==> config.mk <==
export PLATFORM = sky130hd
export DESIGN_NAME = memory_loader
export DESIGN_NICKNAME = d
export VERILOG_FILES = /design/src/rtl/memory_loader.sv
export SDC_FILE = /design/constraint.sdc
export NUM_CORES = 1
export LEC_CHECK = 0
export BUFFER_PORTS_ARGS = -buffer_cell sky130_fd_sc_hd__buf_2
export CAP_MARGIN = 20
export CORE_AREA = 2 2 198 200
export DETAILED_ROUTE_END_ITERATION = 10
export DIE_AREA = 0 0 200 202
export SYNTH_ARGS = -nofsm -noshare
export SYNTH_HDL_FRONTEND = slang
export SYNTH_SLANG_ARGS = --single-unit
export TNS_END_PERCENT = 20
==> constraint.sdc <==
create_clock -name clock -period 1.65 [get_ports clock]
set_input_delay 0.165 -clock clock [delete_from_list [all_inputs] [get_ports clock]]
set_output_delay 0.165 -clock clock [all_outputs]
set_load 0.005 [all_outputs]
==> src/rtl/memory_loader.sv <==
// Scan-style bulk loader: after an arm cycle on scan_en, LSB-first beats of scan_in
// are assembled into rows and written to `memory` from row 0 upward.
module memory_loader #(
  parameter int WORD_WIDTH = 512,
  parameter int NUM_ROWS   = 128,
  parameter int DATA_WIDTH = 512
) (
  input  logic                  clock,
  input  logic                  reset,
  input  logic                  scan_en,
  input  logic [DATA_WIDTH-1:0] scan_in,
  output logic                  load_done
);

  localparam int BEATS = WORD_WIDTH / DATA_WIDTH;
  localparam int BCW   = (BEATS > 1) ? $clog2(BEATS) : 1;
  localparam int RPW   = (NUM_ROWS > 1) ? $clog2(NUM_ROWS) : 1;

  if (WORD_WIDTH % DATA_WIDTH != 0) begin : g_bad_width
    $error("memory_loader: WORD_WIDTH must be a multiple of DATA_WIDTH");
  end

  typedef enum logic [1:0] {IDLE, LOAD, DONE} state_t;

  state_t                state_q, state_d;
  logic [RPW-1:0]        row_ptr_q, row_ptr_d;
  logic [BCW-1:0]        beat_cnt_q, beat_cnt_d;
  logic [WORD_WIDTH-1:0] asm_q, asm_d;
  logic                  done_q, done_d;
  logic                  wr_en;
  logic [WORD_WIDTH-1:0] wr_word;

  logic [WORD_WIDTH-1:0] memory [NUM_ROWS-1:0];

  assign load_done = done_q;

  always_comb begin
    state_d    = state_q;
    row_ptr_d  = row_ptr_q;
    beat_cnt_d = beat_cnt_q;
    asm_d      = asm_q;
    done_d     = done_q;
    wr_en      = 1'b0;
    // The current beat merged into earlier beats is exactly the row written on the last beat.
    wr_word    = asm_q;
    wr_word[int'(beat_cnt_q)*DATA_WIDTH +: DATA_WIDTH] = scan_in;

    case (state_q)
      IDLE, DONE: begin
        if (scan_en) begin
          state_d    = LOAD;
          row_ptr_d  = '0;
          beat_cnt_d = '0;
          done_d     = 1'b0;
        end
      end
      LOAD: begin
        if (scan_en) begin
          row_ptr_d  = '0;
          beat_cnt_d = '0;
        end else begin
          asm_d = wr_word;
          if (beat_cnt_q == BCW'(BEATS - 1)) begin
            wr_en      = 1'b1;
            beat_cnt_d = '0;
            row_ptr_d  = row_ptr_q + 1'b1;
            if (row_ptr_q == RPW'(NUM_ROWS - 1)) begin
              state_d   = DONE;
              done_d    = 1'b1;
              row_ptr_d = '0;
            end
          end else begin
            beat_cnt_d = beat_cnt_q + 1'b1;
          end
        end
      end
      default: state_d = IDLE;
    endcase
  end

  always_ff @(posedge clock or negedge reset) begin
    if (!reset) begin
      state_q    <= IDLE;
      row_ptr_q  <= '0;
      beat_cnt_q <= '0;
      asm_q      <= '0;
      done_q     <= 1'b0;
    end else begin
      state_q    <= state_d;
      row_ptr_q  <= row_ptr_d;
      beat_cnt_q <= beat_cnt_d;
      asm_q      <= asm_d;
      done_q     <= done_d;
    end
  end

  // Row storage has RAM semantics: no reset, contents survive aborts and resets.
  always_ff @(posedge clock) begin
    if (wr_en) begin
      memory[row_ptr_q] <= wr_word;
    end
  end

endmodule

==> results of run 1 <==
==> logic make-up after synthesis <==
logic type                 after synthesis  synth area share
adders and majority gates                1            0.0219
and+or+nand+nor                         26             0.259
AOI/OAI and AO/OA                       18             0.217
buffers and inverters                    7            0.0636
DFF                                     10             0.439
==> layer usage <==
metal / part of all wire / vias up / GRT usage / wire (um)
met1: 0.47 / 259 / 0.00841 / 627
li1: - / 248 / - / -
met2: 0.48 / 8 / 0.0113 / 648
met4: 0.026 / 0 / 0.00503 / 35
met5: 0 / - / 0 / 0
met3: 0.024 / 3 / 0.00150 / 32
==> metrics by stage <==
| step | hold WS, ps | instance area [sq um] |
|---|---|---|
| 4_1_cts | 226 | 1310 |
| 3_3_place_gp | 34.9 | 1220 |
| 3_5_place_dp | 41.1 | 1220 |
| 6_report | 231 | 1310 |
| 2_1_floorplan | -131 | 571 |
| 5_1_grt | 256 | 1310 |
==> how the worst max path moves through the flow <==
stage | start | to | slack (ps)
floorplan | row_ptr_q[0] | row_ptr_q[5] | 200
global placement | row_ptr_q[0] | row_ptr_q[5] | 110
detailed placement | row_ptr_q[0] | row_ptr_q[5] | 110
CTS | row_ptr_q[0] | row_ptr_q[5] | 110
global route | row_ptr_q[0] | row_ptr_q[5] | 30
finish | row_ptr_q[0] | row_ptr_q[5] | 90
==> timing repair <==
action | 4_1_cts | 5_1_grt
setup endpoints to repair | 0 | 0
hold buffers | 1 | 0
buffers inserted | 0 | 0
endpoints found under the hold margin | 10 | 0
==> registers in the layout (all words and copies together) (netlist names) <==
signal and flops:
row_ptr_q 7, state_q 2, load_done 1
==> power by group through the flow <==
stage	logic, uW	clock network, uW	registers [uW]
3_3_place_gp	33.1	0	263
6_report	34.7	422	261
2_1_floorplan	18.1	0	262
3_5_place_dp	33.8	0	264
5_1_grt	41.6	451	262
4_1_cts	35.7	434	260
==> synthesized netlist by cell type, types with 2 or more instances <==
cell	count	area (sq um)
buf_2	2	10.0
dfrtp_1	10	250
o41ai_1	2	17.5
nand2_1	5	18.8
inv_1	2	7.51
a31oi_1	2	12.5
or4_1	2	15.0
and3_1	3	18.8
a32o_1	2	20.0
nand4_1	2	12.5
a21oi_1	3	15.0
nor3_1	2	10.0
nor2_1	4	15.0
nand3_1	3	15.0
o21ai_0	4	20.0
==> final cells by class <==
class,count,area (sq um),share of cell area
Clock buffer,3,75.1,0.0574
Tap cell,518,648,0.495
Timing Repair Buffer,6,40.0,0.0306
Multi-Input combinational cell,45,284,0.217
Sequential cell,10,250,0.191
Inverter,3,11.3,0.00860
==> worst max-delay path, cell delays in order, from the launching register on <==
cell	delay, ps
dfrtp_1	380
ha_1	180
nand3_1	170
or4_1	510
and4b_1	210
==> results.toml, run 1 <==
[status]
status = "finished clean"

[worst_setup_path]
worstRegToRegCells = 4
end_kind = "register"
r2r_start = "row_ptr_q[0]"
r2r-end = "row_ptr_q[5]"
cp-start-kind = "register"
crit_type = "reg2reg"
crit_arrival_ps = 1690
critPathRequiredTime_ps = 1770
r2r_slack_ps = 90
cp_max_fo = 5

[detailed_routing]
vias = 518
drtIter0Drc = 15
wl_um = 1340
drtAntennaViolNets = 0
drc = 0
drtPass1Iterations = 4
routed_via_density = 0.885
wl_per_cell_um = 2.30

[cts]
cts_tree = "built"
clk_latency_ps = 240
post_cts_resized = 0
clk_pin_slew_ps = 40
cts.sinks = 10
numCtsBuffers = 3
clock_path_buffers = 2
root_buffer = "clkbuf_16"
cts_max_level = 1

[logic_synthesis]
avgSynthCellArea_sq_um = 9.20
synth_cells = 62
ys_types = 29
mappedNetlistNets = 578
synth_async_sr_flop_share = 1.00
synth_seq_area_share = 0.439
synthFlopType = "dfrtp_1"
synth_seq_cells = 10
syn_area_sq_um = 571
yosysWarnings = 0
synth-edff-count = 0

[global_routing]
antenna_found_initial = 0
grt_pass1_wl_um = 2320
track_usage = 0.00708
gr-total-overflow = 0
first_global_vias = 492
grt_max_degree = 11

[pwr]
power_switching_uw = 135
power_per_cell_area_mw_per_mm2 = 548
ir_worst_vdd_mv = 0.215
p_leak_uw = 0.000303
internal-power_uw = 582
seq_power_share = 0.363
power_frac_comb = 0.048
pwr-share-clk = 0.588
fin_total_pwr_uw = 717
swShare = 0.188

[job]
cap_violations = 0

[finish]
fin_util = 0.0342
synthToLayoutAreaGrowth_pct = 129
fin_nets = 585
final_cell_mix = "10 x dfrtp_1, 5 x nand2_1, 4 x nor2_1, 4 x o21ai_0"
fin_cells = 585
num_antenna_cells = 0
fillers = 4542
layout-drive-gt1-share = 0.164
final_common_cell = "dfrtp_1"

[worst_hold_path]
holdPathStages = 2
hold_end = "state_q[1]"
holdCritPathClass = "in2reg"
holdCritStartpoint = "scan_en"

[sta]
period_minus_slack_ps = 1560
setup_slack_ps = 85.8
fmax_mhz = 639
rsz0062_at_grt = "false"
relSlewSlack = 0.735
worst_slew_pin_slew_ps = 393
fin_setup_tns_ps = 0
finalMaxSlewViolations = 0
post-route-period-util = 0.948
finClkSkew_ps = 0.379
setup_viol = 0
final-hold-violation-count = 0

[floorplanning]
dieWidth_um = 200
die-height_um = 202
dieArea_sq_mm = 0.0404
io_pins = 516
initial_core_util = 0.0149
rows = 72
core_sq_mm = 0.0383

[place]
pre_cts_slack_ps = 111
place_congestion = 0.676
place_inst = 581
dp_hpwl_um = 995
port_buffers = 3
(Power assumes the default switching activity.)
==> inputs of run 2 (changes only) <==
- clock period: 1.65 -> 1.8 ns (I/O delays scaled with it)
==> results.toml, run 2 (synthesis results as in run 1) <==
[status]
status = "finished clean"

[worst_setup_path]
r2r_slack_ps = 180
crit_type = "reg2reg"
critPathRequiredTime_ps = 1930
crit_arrival_ps = 1740
worstRegToRegCells = 4
cp-start-kind = "register"
end_kind = "register"
r2r-end = "row_ptr_q[5]"
cp_max_fo = 5
r2r_start = "row_ptr_q[0]"

[floorplanning]
rows = 72
core_sq_mm = 0.0383
io_pins = 516
initial_core_util = 0.0149
dieArea_sq_mm = 0.0404
dieWidth_um = 200
die-height_um = 202

[global_routing]
track_usage = 0.00705
busiest_layer = "met2"
grt_max_degree = 11
gr-usage-met1 = 0.00892
antenna_found_initial = 0
gr-usage-met3 = 0.00250
first_global_vias = 489
use_met2 = 0.0114
grt_pass1_wl_um = 2350
gr-total-overflow = 0

[detailed_routing]
wl_per_cell_um = 2.46
wl_um = 1440
vias = 516
routed_via_density = 0.882
drtIter0Drc = 14
drtAntennaViolNets = 0
drtPass1Iterations = 4
drc = 0

[sta]
period_minus_slack_ps = 1620
finClkSkew_ps = 1.31
rsz0062_at_grt = "false"
final-hold-violation-count = 0
setup_viol = 0
fmax_mhz = 619
post-route-period-util = 0.898
fin_setup_tns_ps = 0
finalMaxSlewViolations = 0
worst_slew_pin_slew_ps = 371
hold_ws_ps = 241
relSlewSlack = 0.750

[finish]
fillers = 4545
top_register = "row_ptr_q"
fin_util = 0.0343
final_common_cell = "dfrtp_1"
num_antenna_cells = 0
fin_nets = 584
synthToLayoutAreaGrowth_pct = 130
final_cell_mix = "10 x dfrtp_1, 5 x nand2_1, 4 x nor2_1, 4 x o21ai_0"
largest_register_ffs = 7
stdcell_area_sq_mm = 0.00132
layout-drive-gt1-share = 0.164

[worst_hold_path]
holdCritStartpoint = "scan_en"
holdPathStages = 2
hold_end = "state_q[1]"
holdCritPathClass = "in2reg"

[pwr]
p_leak_uw = 0.000305
fin_total_pwr_uw = 714
ir_worst_vdd_mv = 0.205
power_per_cell_area_mw_per_mm2 = 543

[cts]
numCtsBuffers = 3
clock_path_buffers = 2
root_buffer = "clkbuf_16"
clk_pin_slew_ps = 40
cts.sinks = 10
post_cts_resized = 0
cts_max_level = 1
clk_latency_ps = 240
cts_tree = "built"

[job]
cap_violations = 0

[place]
dp_hpwl_um = 1010
place_congestion = 0.693
port_buffers = 3
post_dp_cell_area_sq_mm = 0.00122
run 2: cell types whose count changed in the layout (fill, tap and decap cells not counted):
cell / delta
buf_4: -1
clkbuf_8: +1
run 2: area by class of cell:
class	count	area, sq um	area share
tap	518	648	0.493
timing repair buffer	5	32.5	0.0247
sequential	10	250	0.190
multi-input combinational	45	284	0.216
clock buffer	4	88.8	0.0676
inverter	3	11.3	0.00856
run 2: worst max path at each step:
stage | startpoint | end | slack [ps]
2_1_floorplan | row_ptr_q[0] | row_ptr_q[5] | 350
3_3_place_gp | row_ptr_q[0] | row_ptr_q[5] | 220
3_5_place_dp | row_ptr_q[0] | row_ptr_q[5] | 200
4_1_cts | row_ptr_q[0] | row_ptr_q[5] | 200
5_1_grt | row_ptr_q[0] | row_ptr_q[5] | 120
6_report | row_ptr_q[0] | row_ptr_q[5] | 180
run 2: per-stage QoR:
step | cells | worst slack (ps)
final | 585 | 183
after global routing | 585 | 121
after CTS | 585 | 202
after detailed placement | 580 | 204
after global placement | 580 | 219
after floorplan | 62 | 353
run 2: power by group:
part	internal (uW)	switching [uW]
Sequential	233	5.86
Clock	335	110
Combinational	11.9	18.6
Total	579	135
run 2: routing by layer:
| metal | up-vias | routed length (um) |
|---|---|---|
| li1 | 247 | - |
| met5 | - | 0 |
| met2 | 11 | 728 |
| met4 | 0 | 7 |
| met3 | 2 | 63 |
| met1 | 256 | 642 |
run 2: worst max-delay path, stage by stage (launching register included):
cell and delay, ps:
dfrtp_1 380, ha_1 220, nand3_1 170, or4_1 510
and4b_1 210
run 2: timing repair:
item	in CTS	in global routing
buffers inserted	0	0
endpoints found under the hold margin	10	0
hold buffers	1	0
